===== config.mk =====
export PLATFORM = sky130hd
export DESIGN_NAME = c_readback_flat
export DESIGN_NICKNAME = d
export VERILOG_FILES = /design/src/rtl/tpu_pkg.sv /design/src/rtl/c_readback_if.sv /design/src/rtl/row_serializer.sv /design/src/rtl/c_readback.sv /design/src/flat_wrapper.sv
export SDC_FILE = /design/constraint.sdc
export NUM_CORES = 1
export LEC_CHECK = 0
export CORE_MARGIN = 10
export CORE_UTILIZATION = 40
export DETAILED_ROUTE_END_ITERATION = 7
export PLACE_DENSITY = 0.68
export SLEW_MARGIN = 30
export SYNTH_ARGS = -nofsm -noshare
export SYNTH_HDL_FRONTEND = slang
export SYNTH_SLANG_ARGS = --single-unit

===== constraint.sdc =====
create_clock -name clk -period 2.7 [get_ports clk]
set_input_delay 0.81 -clock clk [delete_from_list [all_inputs] [get_ports clk]]
set_output_delay 0.81 -clock clk [all_outputs]
set_load 0.005 [all_outputs]

===== src/rtl/tpu_pkg.sv =====
// Shared definitions for the C-buffer readback path.
//   - funct codes accepted on the command interface
//   - row geometry (index width, row width, word width)
//   - readback FSM state encoding
//   - row_word(): picks one 32-bit word out of a 128-bit row, word0 = MSBs
package tpu_pkg;

    localparam int ROW_BITS   = 16;
    localparam int ROW_WIDTH  = 128;
    localparam int WORD_WIDTH = 32;

    localparam logic [2:0] FUNCT_READ  = 3'd3;
    localparam logic [2:0] FUNCT_BURST = 3'd7;
    localparam logic [2:0] FUNCT_ABORT = 3'd4;

    typedef enum logic [1:0] {
        IDLE  = 2'd0,
        FETCH = 2'd1,
        WAIT  = 2'd2,
        SEND  = 2'd3
    } rb_state_e;

    function automatic logic [WORD_WIDTH-1:0] row_word(
        input logic [ROW_WIDTH-1:0] row,
        input logic [1:0]           sel
    );
        logic [WORD_WIDTH-1:0] w;
        case (sel)
            2'd0:    w = row[127:96];
            2'd1:    w = row[95:64];
            2'd2:    w = row[63:32];
            default: w = row[31:0];
        endcase
        return w;
    endfunction

endpackage


===== src/rtl/c_readback_if.sv =====
// Command / response bus of the readback block.
//   cmd_valid/cmd_ready : command handshake, funct/input0/input1 qualify it
//   rsp_valid/rsp_ready : response handshake, rsp_data qualifies it
// master = command issuer / response consumer, slave = c_readback.
interface c_readback_if;
    import tpu_pkg::*;

    logic                  cmd_valid;
    logic                  cmd_ready;
    logic [2:0]            funct;
    logic [31:0]           input0;
    logic [31:0]           input1;
    logic                  rsp_valid;
    logic                  rsp_ready;
    logic [WORD_WIDTH-1:0] rsp_data;

    modport master (
        output cmd_valid, funct, input0, input1, rsp_ready,
        input  cmd_ready, rsp_valid, rsp_data
    );

    modport slave (
        input  cmd_valid, funct, input0, input1, rsp_ready,
        output cmd_ready, rsp_valid, rsp_data
    );

endinterface


===== src/rtl/row_serializer.sv =====
// Selects the 32-bit response word out of the held row line.
//   row_line   : 128-bit row being returned (held by the owner while sending)
//   word_sel   : word index, 0 = [127:96] .. 3 = [31:0]
//   word_valid : response valid; output is forced to zero when low
//   word_out   : response word
// The owner keeps row_line and word_sel frozen while a word is stalled, so
// the output is stable for the whole stall without a separate register.
module row_serializer
    import tpu_pkg::*;
(
    input  logic [ROW_WIDTH-1:0]  row_line,
    input  logic [1:0]            word_sel,
    input  logic                  word_valid,
    output logic [WORD_WIDTH-1:0] word_out
);

    assign word_out = word_valid ? row_word(row_line, word_sel) : '0;

endmodule


===== src/rtl/c_readback.sv =====
// C-buffer readback controller with a one-row cache.
//   clk, rst_n     : clock; synchronous reset, active HIGH despite the name
//   bus (slave)    : command handshake in, response word handshake out
//   buf_rd_en/idx  : C-buffer row read request, data returns next cycle
//   buf_rd_data    : C-buffer row
//   c_wr_en/idx    : C-buffer write snoop, invalidates a matching cached row
//   busy           : controller not idle
//
// state | meaning
// ------+-----------------------------------------------------------
// IDLE  | waiting for a command, cmd_ready high
// FETCH | buf_rd_en high for the current row
// WAIT  | buf_rd_data valid, captured into the cache line
// SEND  | rsp_valid high, presenting word word_q of the cached line
//
// ABORT is accepted in every state (cmd_ready tracks funct outside IDLE).
module c_readback
    import tpu_pkg::*;
(
    input  logic                 clk,
    input  logic                 rst_n,
    c_readback_if.slave          bus,
    output logic                 buf_rd_en,
    output logic [ROW_BITS-1:0]  buf_rd_idx,
    input  logic [ROW_WIDTH-1:0] buf_rd_data,
    input  logic                 c_wr_en,
    input  logic [ROW_BITS-1:0]  c_wr_idx,
    output logic                 busy
);

    rb_state_e             state_q, state_d;
    logic [ROW_WIDTH-1:0]  line_q, line_d;
    logic [ROW_BITS-1:0]   tag_q, tag_d;
    logic                  valid_q, valid_d;
    logic [ROW_BITS-1:0]   row_q, row_d;
    logic [ROW_BITS-1:0]   rows_left_q, rows_left_d;
    logic [ROW_BITS-1:0]   rd_idx_q, rd_idx_d;
    logic [1:0]            word_q, word_d;
    logic                  burst_q, burst_d;

    logic                  cmd_fire;
    logic                  rsp_fire;
    logic                  is_abort;
    logic [ROW_BITS-1:0]   cmd_row;
    logic [ROW_BITS-1:0]   cmd_count;
    logic                  cache_hit;
    logic                  unused_cmd_bits;

    assign cmd_row   = bus.input0[ROW_BITS-1:0];
    assign cmd_count = bus.input1[ROW_BITS-1:0];
    assign unused_cmd_bits = ^{bus.input0[31:ROW_BITS], bus.input1[31:ROW_BITS]};

    assign is_abort      = (bus.funct == FUNCT_ABORT);
    assign bus.cmd_ready = (state_q == IDLE) || is_abort;
    assign cmd_fire      = bus.cmd_valid && bus.cmd_ready;
    assign bus.rsp_valid = (state_q == SEND);
    assign rsp_fire      = bus.rsp_valid && bus.rsp_ready;
    assign buf_rd_en     = (state_q == FETCH);
    assign buf_rd_idx    = rd_idx_q;
    assign busy          = (state_q != IDLE);

    // A snoop write to the requested row in the same cycle must not hit.
    assign cache_hit = valid_q && (tag_q == cmd_row) &&
                       !(c_wr_en && (c_wr_idx == cmd_row));

    always_comb begin
        state_d     = state_q;
        line_d      = line_q;
        tag_d       = tag_q;
        valid_d     = valid_q;
        row_d       = row_q;
        rows_left_d = rows_left_q;
        rd_idx_d    = rd_idx_q;
        word_d      = word_q;
        burst_d     = burst_q;

        if (c_wr_en && (c_wr_idx == tag_q)) begin
            valid_d = 1'b0;
        end

        case (state_q)
            IDLE: begin
                if (cmd_fire) begin
                    if (bus.funct == FUNCT_READ) begin
                        row_d       = cmd_row;
                        word_d      = bus.input1[1:0];
                        burst_d     = 1'b0;
                        rows_left_d = '0;
                        if (cache_hit) begin
                            state_d = SEND;
                        end else begin
                            rd_idx_d = cmd_row;
                            state_d  = FETCH;
                        end
                    end else if (bus.funct == FUNCT_BURST && cmd_count != '0) begin
                        row_d       = cmd_row;
                        rows_left_d = cmd_count;
                        word_d      = 2'd0;
                        burst_d     = 1'b1;
                        rd_idx_d    = cmd_row;
                        state_d     = FETCH;
                    end
                end
            end
            FETCH: begin
                state_d = WAIT;
            end
            WAIT: begin
                // Line is always captured so the pending response uses it;
                // a snoop to this row only keeps it from becoming a hit later.
                line_d  = buf_rd_data;
                tag_d   = row_q;
                valid_d = !(c_wr_en && (c_wr_idx == row_q));
                state_d = SEND;
            end
            SEND: begin
                if (rsp_fire) begin
                    if (!burst_q) begin
                        state_d = IDLE;
                    end else if (word_q != 2'd3) begin
                        word_d = word_q + 2'd1;
                    end else if (rows_left_q == 16'd1) begin
                        rows_left_d = '0;
                        burst_d     = 1'b0;
                        state_d     = IDLE;
                    end else begin
                        row_d       = row_q + 16'd1;
                        rd_idx_d    = row_q + 16'd1;
                        rows_left_d = rows_left_q - 16'd1;
                        word_d      = 2'd0;
                        state_d     = FETCH;
                    end
                end
            end
            default: begin
                state_d = IDLE;
            end
        endcase

        if (cmd_fire && is_abort) begin
            state_d     = IDLE;
            valid_d     = 1'b0;
            rows_left_d = '0;
            word_d      = 2'd0;
            burst_d     = 1'b0;
        end
    end

    always_ff @(posedge clk) begin
        if (rst_n) begin
            state_q     <= IDLE;
            line_q      <= '0;
            tag_q       <= '0;
            valid_q     <= 1'b0;
            row_q       <= '0;
            rows_left_q <= '0;
            rd_idx_q    <= '0;
            word_q      <= 2'd0;
            burst_q     <= 1'b0;
        end else begin
            state_q     <= state_d;
            line_q      <= line_d;
            tag_q       <= tag_d;
            valid_q     <= valid_d;
            row_q       <= row_d;
            rows_left_q <= rows_left_d;
            rd_idx_q    <= rd_idx_d;
            word_q      <= word_d;
            burst_q     <= burst_d;
        end
    end

    row_serializer u_ser (
        .row_line   (line_q),
        .word_sel   (word_q),
        .word_valid (bus.rsp_valid),
        .word_out   (bus.rsp_data)
    );

endmodule


===== src/flat_wrapper.sv =====
// flat-port wrapper written by rule: the top's interface ports become plain ports
module c_readback_flat import tpu_pkg::*;
  (clk, rst_n, buf_rd_en, buf_rd_idx, buf_rd_data, c_wr_en, c_wr_idx, busy, bus_cmd_valid, bus_funct, bus_input0, bus_input1, bus_rsp_ready, bus_cmd_ready, bus_rsp_valid, bus_rsp_data);
  c_readback_if bus_i ();
  input  logic clk;
  input  logic rst_n;
  output logic buf_rd_en;
  output logic [ROW_BITS-1:0] buf_rd_idx;
  input  logic [ROW_WIDTH-1:0] buf_rd_data;
  input  logic c_wr_en;
  input  logic [ROW_BITS-1:0] c_wr_idx;
  output logic busy;
  input wire logic [$bits(bus_i.cmd_valid)-1:0] bus_cmd_valid;
  input wire logic [$bits(bus_i.funct)-1:0] bus_funct;
  input wire logic [$bits(bus_i.input0)-1:0] bus_input0;
  input wire logic [$bits(bus_i.input1)-1:0] bus_input1;
  input wire logic [$bits(bus_i.rsp_ready)-1:0] bus_rsp_ready;
  output wire logic [$bits(bus_i.cmd_ready)-1:0] bus_cmd_ready;
  output wire logic [$bits(bus_i.rsp_valid)-1:0] bus_rsp_valid;
  output wire logic [$bits(bus_i.rsp_data)-1:0] bus_rsp_data;
  assign bus_i.cmd_valid = bus_cmd_valid;
  assign bus_i.funct = bus_funct;
  assign bus_i.input0 = bus_input0;
  assign bus_i.input1 = bus_input1;
  assign bus_i.rsp_ready = bus_rsp_ready;
  assign bus_cmd_ready = bus_i.cmd_ready;
  assign bus_rsp_valid = bus_i.rsp_valid;
  assign bus_rsp_data = bus_i.rsp_data;
  c_readback u_core (.clk(clk), .rst_n(rst_n), .bus(bus_i), .buf_rd_en(buf_rd_en), .buf_rd_idx(buf_rd_idx), .buf_rd_data(buf_rd_data), .c_wr_en(c_wr_en), .c_wr_idx(c_wr_idx), .busy(busy));
endmodule

==> Yosys cells after proc, flatten, opt, wreduce, memory -nomap -nowiden <==
Index checks and enable logic that the tools add are counted.
{ "totals": {"output_inout_bits": 52, "register_bits": 198} }
{ "classes": {"n_reduce_logical": 25, "mux": 49, "add_sub_neg": 3, "eq_ne": 23} }
{ "ops": {"columns": ["cell", "n"], "rows": [
  ["$mux W16", 17],
  ["$pmux W16 S2", 3],
  ["$pmux W32 S3", 1],
  ["$eq A16 B16 Y1", 4],
  ["$mux W32", 1],
  ["$mux W2", 14],
  ["$add A16 B1 Y16 const B", 1],
  ["$eq A16 B1 Y1 const B", 1],
  ["$reduce_bool A16 Y1", 1],
  ["$sub A16 B1 Y16 const B", 1],
  ["$ne A3 B3 Y1 const B", 4],
  ["$reduce_and A6 Y1", 2],
  ["$mux W1", 10],
  ["$ne A2 B2 Y1 const B", 5],
  ["$logic_and A1 B1 Y1", 9],
  ["$pmux W2 S4", 1],
  ["$reduce_and A4 Y1", 2],
  ["$reduce_and A8 Y1", 1],
  ["$reduce_and A7 Y1", 1],
  ["$eq A2 B2 Y1 const B", 3],
  ["$eq A3 B3 Y1 const B", 2],
  ["$reduce_bool A2 Y1", 3],
  ["$eq A2 B1 Y1 const B", 2],
  ["$logic_not A2 Y1", 2],
  ["8 further kinds", 9]
]} }

==> Longest topological paths before layout <==
Gate-level depths: netlist of run 1.
{ "logic_depth": {"depth_word": 8, "depth_mapped": 9, "ltp_nobuf": 8} }

==> Hierarchy <==
A second synthesis of run 1 with hierarchy kept.
{ "unflattened": {"hier_cells": 1091, "hier_area_um2": 9889.5} }
{ "by_module_without_submodules": {"columns": ["module", "area_each_um2", "cells_per_inst", "n_inst", "seq_area_each_um2"], "rows": [
  ["c_readback", 8867.3, 980, 1, 3963.8],
  ["row_serializer", 1022.2, 111, 1, 0.0]
]} }

==> Least setup slack after synthesis of run 1 <==
Ideal clock, no wire load.
{ "synth_timing": {"path_kind": "register to output", "startpoint": "reg u_core.state_q[1]", "endpoint": "out bus_rsp_data[10]", "path_buffers": 4, "setup_slack_ns": 0.121, "path_stages_with_launch": 7, "arrival_time_ns": 1.769, "path_cell_list": "dfxtp_1 ha_1 buf_2 buf_2 buf_1 buf_1 o211a_1"} }
{ "synth_between": {"elab_chain_cells": 2} }
{ "synth_rtl": {"columns": ["item", "line_no", "source"], "rows": [
  ["start, declared", "c_readback.sv:31", "rb_state_e state_q, state_d;"],
  ["start signal, assigned", "c_readback.sv:161", "state_q <= state_d;"],
  ["$eq A2 B2 Y1", "c_readback.sv:56", "assign bus.rsp_valid = (state_q == SEND);"],
  ["net bus_rsp_valid", "flat_wrapper.sv:19", "output wire logic [$bits(bus_i.rsp_valid)-1:0] bus_rsp_valid;"],
  ["$mux W32", "row_serializer.sv:17", "assign word_out = word_valid ? row_word(row_line, word_sel) : '0;"],
  ["end, declared", "flat_wrapper.sv:20", "output wire logic [$bits(bus_i.rsp_data)-1:0] bus_rsp_data;"]
]} }
The timed path passes the listed nets, and every way through them passes these cells.

==> Final worst setup path of run 1 <==
{ "layout_timing": {"startpoint": "reg u_core.word_q[1]", "endpoint": "out bus_rsp_data[3]"} }
{ "layout_between": {"elab_chain_cells": 3, "word_cells_on_any_way": 5} }
{ "layout_rtl": {"columns": ["item", "line_no", "source"], "rows": [
  ["start, declared", "c_readback.sv:38", "logic [1:0] word_q, word_d;"],
  ["start signal, assigned", "c_readback.sv:168", "word_q <= word_d;"],
  ["$eq A2 B2 Y1, or another cell as far along", "tpu_pkg.sv:28", "case (sel)"],
  ["$pmux W32 S3 *", "tpu_pkg.sv:28", null],
  ["$mux W32 *", "row_serializer.sv:17", null]
]} }
Mark *: on every way between the ends. The rest lies on a longest branch, timed or not.

==> flow_summary.json, run 1 <==
{
  "placement.setup.worst_slack_ns": -0.3801,
  "cp_slowest_stage_delay_ns": 0.37,
  "worstMarginPinSlew_ns": 0.6940,
  "seq_power_share_pct": 32.6,
  "core_area_mm2": 0.02439,
  "number_of_antenna_violations_at_the_first_check_in_global_routing": 2,
  "clock_latency_ns": 0.45,
  "ys_dominant_reg_cell": "sky130_fd_sc_hd__dfxtp_1",
  "setup.worst_path.end_class": "output port",
  "floorplan.die_area_mm2": 0.03162,
  "outcome": "complete, but fails checks",
  "share_of_cells_above_drive_strength_1_pct": 15.42,
  "p_per_area_mw_per_mm2": 952.8,
  "grt_start_max_net_pins": 83,
  "placementRows": 57,
  "timing.final.crit_share_pct": 107.8,
  "via_total_after_detailed_routing": 9082,
  "final_period_minus_worst_setup_slack_ns": 2.911,
  "hold_viol": 0,
  "critical-path-top-delay-family": "buffers and inverters",
  "postRouteWirelength_um": 32120,
  "clk_transition_reported_paths_ns": 0.08,
  "cp_max_fo": 5,
  "power.internal_uw": 8258,
  "yosys_register_bits": 198,
  "cp_cell_instances": "buf_6 > ha_4 > buf_12 > buf_16 > a222oi_1 > nand2_1 > o211a_1 > buf_2",
  "req_time_crit_path_ns": 1.89,
  "design.final.nets": 1603,
  "grt_overflow_total": 0,
  "timing.critical_path.from_type": "flip-flop",
  "cts_hold_repair.buffers": 0,
  "irDropWorstVdd_uv": 590.8,
  "crit_path_top_delay_cell": "sky130_fd_sc_hd__a222oi_1",
  "timing.reg2reg.setup_slack_ns": 0.31,
  "power.total_uw": 13390,
  "synth.yosys.warnings": 0,
  "synth_area_mm2": 0.009963,
  "total_of_buffers_placed_on_input_and_output_ports": 235,
  "synth_enable_flop_cells": 0,
  "max_clock_freq_ghz": 0.3435,
  "floorplan.die.width_um": 177.8,
  "floorplan.initialDensity_pct": 40.85,
  "failing_checks": "setup timing",
  "place_area_mm2": 0.01330,
  "initialDrtViolationCount": 702,
  "yosys.cell_types.count": 67,
  "num_io_pins": 268,
  "globalRouteTotalUtil_pct": 19.83,
  "grt_setup_unrepaired": "yes",
  "final.setup.worst_slack_ns": -0.2111,
  "synth.avg_cell_area_um2": 9.082,
  "nFillCells": 2277,
  "worst_slew_margin_rel_pct": 53.68,
  "design_area_mm2": 0.01405,
  "timing.critical_path.arrival_ns": 2.10,
  "grt_pass1_wl_um": 50050,
  "switching_share_pct": 38.33,
  "synth.yosys.seq_area_share_pct": 39.78,
  "post-dp-hpwl_um": 23150,
  "syn_to_final_growth_pct": 41.04,
  "detailedRoute.firstPassIterationCount": 6,
  "timing.final.setup_violations": 32,
  "numCtsBuffers": 17,
  "drc": 0,
  "cts.path.max_buffers": 2,
  "cts-root-buf": "sky130_fd_sc_hd__clkbuf_16",
  "grt_pass1_vias": 9128,
  "switching_power_uw": 5132,
  "cts_max_level": 4,
  "power.leakage_uw": 0.005591,
  "setup_clock_skew_after_layout_ns": 0.01966,
  "power.share.combinational_pct": 47.6,
  "count_of_clock_tree_sinks": 198,
  "avgViaCountPerCell": 5.299,
  "antenna_left": 0,
  "detail_route.wl_per_cell_um": 18.74,
  "portion_of_total_power_attributed_to_the_clock_network_pct": 19.8,
  "worst-setup-path-type": "reg2out",
  "finalMaxSlewViolations": 0,
  "min_path_type": "reg2reg",
  "timing.critical_path.buf_inv": 4,
  "die-height_um": 177.8,
  "synthesis.nets": 1325,
  "layout.cells.most_common": "sky130_fd_sc_hd__clkdlybuf4s50_1",
  "synth-async-reset-ratio_pct": 0,
  "tritoncts": "done",
  "drv_cap": 0,
  "netlist_instances": 1097,
  "layout_common_cells": "sky130_fd_sc_hd__clkdlybuf4s50_1, sky130_fd_sc_hd__dfxtp_1, sky130_fd_sc_hd__nor2_1",
  "place_congestion": 0.8933
}
-- logic make-up (layout without fill, tap and decap cells) --
kind of cell,after synthesis,in the layout,synth area share [%]
xor gates and xnor gates,79,79,6.945
DFF,198,198,39.78
muxes,148,148,14.89
other,0,2,0
buffers and inverters,95,386,4.119
and+or+nand+nor,361,361,16.75
AOI/OAI and AO/OA,204,204,16.00
adders and majority gates,12,12,1.507
-- cell usage after synthesis, types with 3 or more instances --
master / instances / area (um2)
sky130_fd_sc_hd__nand2b_1: 6 / 37.54
sky130_fd_sc_hd__buf_1: 16 / 60.06
sky130_fd_sc_hd__nand3_1: 20 / 100.1
sky130_fd_sc_hd__o21ai_0: 17 / 85.08
sky130_fd_sc_hd__and3_1: 5 / 31.28
sky130_fd_sc_hd__inv_1: 13 / 48.80
sky130_fd_sc_hd__nor3_1: 7 / 35.03
sky130_fd_sc_hd__buf_6: 3 / 33.78
sky130_fd_sc_hd__nor2b_1: 7 / 43.79
sky130_fd_sc_hd__a21o_1: 4 / 30.03
sky130_fd_sc_hd__ha_1: 12 / 150.1
sky130_fd_sc_hd__nand4_1: 18 / 112.6
sky130_fd_sc_hd__and2_1: 4 / 25.02
sky130_fd_sc_hd__xnor2_1: 53 / 464.2
sky130_fd_sc_hd__o211a_1: 32 / 320.3
sky130_fd_sc_hd__buf_2: 19 / 95.09
sky130_fd_sc_hd__mux2i_1: 146 / 1461
sky130_fd_sc_hd__nor2_1: 182 / 683.2
sky130_fd_sc_hd__a221oi_1: 5 / 43.79
sky130_fd_sc_hd__a222oi_1: 32 / 320.3
sky130_fd_sc_hd__nand2_1: 77 / 289.0
sky130_fd_sc_hd__xor2_1: 26 / 227.7
sky130_fd_sc_hd__a21oi_1: 49 / 245.2
sky130_fd_sc_hd__nor3_2: 5 / 50.05
sky130_fd_sc_hd__clkbuf_1: 42 / 157.7
sky130_fd_sc_hd__o21ai_1: 16 / 80.08
sky130_fd_sc_hd__a32o_1: 6 / 60.06
sky130_fd_sc_hd__a211oi_1: 9 / 67.56
sky130_fd_sc_hd__a22oi_1: 3 / 22.52
sky130_fd_sc_hd__or3_1: 5 / 31.28
sky130_fd_sc_hd__nor4_2: 3 / 37.54
sky130_fd_sc_hd__a31oi_1: 7 / 43.79
sky130_fd_sc_hd__dfxtp_1: 198 / 3964
sky130_fd_sc_hd__nor4_1: 8 / 50.05
-- path summary, 6_finish.rpt --
check | from | to | cells past startpoint
max reg2reg | u_core.state_q[0] | u_core.rows_left_q[7] | 10
max | u_core.word_q[1] | bus_rsp_data[3] | 8
min | u_core.buf_rd_idx[5] | u_core.buf_rd_idx[5] | 2
min reg2reg | u_core.buf_rd_idx[5] | u_core.buf_rd_idx[5] | 2
-- flip-flops by register name, summed over array words and instances (netlist names) --
register / cells
u_core.state_q: 2
u_core.word_q: 2
u_core.tag_q: 16
u_core.row_q: 16
u_core.rows_left_q: 16
u_core.burst_q: 1
u_core.line_q: 128
u_core.valid_q: 1
u_core.buf_rd_idx: 16
-- what timing repair did --
action	in CTS	in global routing
setup endpoints to repair	35	38
pin swaps	62	14
setup buffers	3	0
gates resized for setup	175	4
gates cloned	5	0
-- stage by stage --
| step | util, % | hold WS, ns | TNS (ns) | cells |
|---|---|---|---|---|
| 2_1_floorplan | - | 0.4592 | 0 | 1097 |
| 3_3_place_gp | 54.51 | 0.4679 | -13.26 | 1672 |
| 3_5_place_dp | 54.52 | 0.4680 | -13.98 | 1672 |
| 4_1_cts | 57.55 | 0.4799 | -4.929 | 1712 |
| 5_1_grt | 57.59 | 0.5114 | -7.648 | 1712 |
| 6_report | 57.61 | 0.4796 | -3.966 | 1714 |
-- metal layers --
metal	global-route usage, %	wire [um]	up-vias
met2	33.03	15460	291
met3	6.949	2823	23
met4	3.334	256	0
met5	0	0	-
li1	-	-	4493
met1	24.48	13580	4275
-- cell type report --
| class | count | area, um2 | area share, % |
|---|---|---|---|
| antenna | 2 | 5.005 | 0.03562 |
| sequential | 198 | 3976 | 28.30 |
| inverter | 13 | 53.80 | 0.3829 |
| clock inverter | 15 | 181.4 | 1.291 |
| tap | 324 | 405.4 | 2.885 |
| clock buffer | 17 | 425.4 | 3.027 |
| timing repair buffer | 341 | 3334 | 23.73 |
| multi-input combinational | 804 | 5670 | 40.35 |
-- power groups by stage --
stage	Combinational (uW)	Clock (uW)	Sequential, uW
3_3_place_gp	5780	0	4360
3_5_place_dp	5860	0	4380
6_report	6370	2660	4360
5_1_grt	6970	2820	4460
4_1_cts	6390	2710	4340
2_1_floorplan	3780	0	4150
-- worst min-delay path, cell delays in order, from the launching register on --
cell and delay, ns:
sky130_fd_sc_hd__dfxtp_1 0.31, sky130_fd_sc_hd__o21ai_0 0.07, sky130_fd_sc_hd__a21oi_1 0.06
Power figures use the tool's default switching activity.
==> run 2, diff against run 1 <==
- clock period: 2.7 -> 3.65 ns (I/O delays scaled with it)
==> run 2 against run 1 <==
The run now ends clean; sequential share of layout area increased by 1.6 points; worst setup slack better by 0.31 ns; clock power is 26% lower; routed wire length decreased by 3.9%; utilization down 3.1 points; total power shrank 32%; flip-flop and latch count is the same; first-iteration DRC count is 10% higher; global-route usage is 0.90 points lower; hold slack improved by 0.0037 ns; critical path type unchanged; critical endpoint is now bus_rsp_data[2].
==> flow_summary.json, run 2 (same netlist as run 1, synthesis figures left out) <==
{
  "timing.critical_path.arrival_ns": 2.45,
  "design.final.nets": 1520,
  "numCtsBuffers": 17,
  "power.leakage_uw": 0.005037,
  "drc": 0,
  "wire_length_on_met3_um": 2823,
  "floorplan.initialDensity_pct": 40.85,
  "syn_to_final_growth_pct": 33.38,
  "place_area_mm2": 0.01264,
  "switching_share_pct": 39.11,
  "final_period_minus_worst_setup_slack_ns": 3.549,
  "grt_pass1_vias": 8724,
  "cp_max_fo": 9,
  "worstMarginPinSlew_ns": 0.7396,
  "seq_power_share_pct": 35.5,
  "finalMaxSlewViolations": 0,
  "crit_path_top_delay_cell": "sky130_fd_sc_hd__clkdlybuf4s50_1",
  "portion_of_total_power_attributed_to_the_clock_network_pct": 21.6,
  "hold_depth": 2,
  "wl_met1_um": 13080,
  "cts_hold_repair.buffers": 0,
  "irDropWorstVdd_uv": 295.0,
  "drv_cap": 0,
  "antenna_left": 0,
  "setup.worst_path.end_class": "output port",
  "timing.reg2reg.worst_path_depth": 7,
  "layout_common_cells": "sky130_fd_sc_hd__clkdlybuf4s50_1, sky130_fd_sc_hd__dfxtp_1, sky130_fd_sc_hd__nor2_1",
  "placementRows": 57,
  "cts_post_setup_buffers_inserted": 0,
  "postRouteWirelength_um": 30870,
  "num_io_pins": 268,
  "timing.final.setup_violations": 0,
  "worst_slew_margin_rel_pct": 50.69,
  "cts-root-buf": "sky130_fd_sc_hd__clkbuf_16",
  "cts.path.max_buffers": 2,
  "setup_clock_skew_after_layout_ns": 0.01752,
  "fin_cells": 1632,
  "timing.final.crit_share_pct": 97.24,
  "outcome": "finished, final reports clean",
  "worst-setup-path-type": "reg2out",
  "grt_start_max_net_pins": 71,
  "count_of_clock_tree_sinks": 198,
  "initialDrtViolationCount": 773,
  "dp_cells": 1597,
  "detailedRoute.firstPassIterationCount": 7,
  "number_of_antenna_violations_at_the_first_check_in_global_routing": 2,
  "layout.cells.most_common": "sky130_fd_sc_hd__clkdlybuf4s50_1",
  "largest_register": "u_core.line_q",
  "detail_route.wl_per_cell_um": 18.92,
  "die-height_um": 177.8,
  "floorplan.die.width_um": 177.8,
  "cp_slowest_stage_delay_ns": 0.46,
  "min_path_type": "reg2reg",
  "max_clock_freq_ghz": 0.2817,
  "via_total_after_detailed_routing": 8818,
  "total_of_buffers_placed_on_input_and_output_ports": 235,
  "avgViaCountPerCell": 5.403,
  "share_of_cells_above_drive_strength_1_pct": 6.590,
  "globalRouteTotalUtil_pct": 18.93,
  "cp_cell_instances": "inv_1 > ha_2 > buf_4 > a222oi_1 > nand2_1 > o211a_1 > clkdlybuf4s50_1",
  "place_congestion": 0.8827,
  "post-dp-hpwl_um": 22550,
  "power.internal_uw": 5534,
  "p_per_area_mw_per_mm2": 684.0,
  "design_area_mm2": 0.01329,
  "hold_viol": 0,
  "grt_pass1_wl_um": 47840,
  "highest-signal-layer": "met4",
  "floorplan.die_area_mm2": 0.03162,
  "switching_power_uw": 3555,
  "tritoncts": "done",
  "clk_transition_reported_paths_ns": 0.08,
  "clock_latency_ns": 0.45,
  "nFillCells": 2280,
  "grt_overflow_total": 0,
  "timing.critical_path.from_type": "flip-flop",
  "cts_max_level": 4,
  "req_time_crit_path_ns": 2.55,
  "power.share.combinational_pct": 42.9,
  "flip_flop_count_of_the_largest_register_all_copies_and_words_added": 128,
  "core_area_mm2": 0.02439,
  "routed-wl-met2_um": 14650
}
==> run 2: cell count changes in the layout (fill, tap and decap cells not counted), sizes merged <==
cell,previous run,this run
buf,140,24
clkdlybuf4s50,198,232
clkbuf,17,18
clkinv,7,6
diode,2,3
dlygate4sd2,1,0
==> run 2: repair_timing <==
| item | CTS | global route |
|---|---|---|
| setup endpoints to repair | 19 | 20 |
| gates resized for setup | 3 | 8 |
| pin swaps | 1 | 3 |
==> run 2: worst max-delay path, delay by kind of cell (launching register included) <==
kind                       cells  cell delay [ns]
adders and majority gates      1             0.29
buffers and inverters          3             0.75
DFF                            1             0.36
AOI/OAI and AO/OA              2             0.53
and+or+nand+nor                1             0.11
==> run 2: layer usage <==
metal / global-route usage [%] / vias to the layer above
met5: 0 / -
met4: 4.029 / 0
met3: 7.352 / 23
met2: 30.74 / 287
met1: 23.28 / 4188
li1: - / 4320
==> run 2: power by group through the flow <==
stage / clock network, uW / registers, uW / logic [uW]
3_3_place_gp: 0 / 3240 / 3820
3_5_place_dp: 0 / 3260 / 3870
2_1_floorplan: 0 / 3070 / 2790
4_1_cts: 2020 / 3210 / 3900
6_report: 1970 / 3230 / 3900
5_1_grt: 2100 / 3300 / 4280
==> run 2: layout make-up <==
class	instances	area, um2	area share (%)
clock inverters	14	177.7	1.337
flip-flops and latches	198	3969	29.87
well taps	324	405.4	3.051
inverters	13	48.80	0.3672
clock buffers	18	439.2	3.305
repair buffers	258	2623	19.73
diodes	3	7.507	0.05649
multi-input cells	804	5619	42.28
==> run 2: final timing paths <==
check / startpoint / endpoint / slack, ns
worst max register to register: u_core.state_q[1] / u_core.rows_left_q[9] / 0.57
worst min-delay path: u_core.buf_rd_idx[15] / u_core.buf_rd_idx[15] / 0.48
worst max-delay path: u_core.word_q[0] / bus_rsp_data[2] / 0.10
worst min register to register: u_core.buf_rd_idx[15] / u_core.buf_rd_idx[15] / 0.48
==> run 2: stage by stage <==
stage	setup WS, ns	util (%)	hold WS [ns]	TNS [ns]	total power (uW)
finish	0.1007	54.48	0.4833	0	9090
global route	-0.01536	54.45	0.5084	-0.03901	9684
CTS	0.006697	54.38	0.4841	0	9130
detailed placement	0.008265	51.81	0.4726	0	7124
global placement	-0.01626	51.80	0.4664	-0.01626	7064
floorplan	0.7862	-	0.4592	0	5866
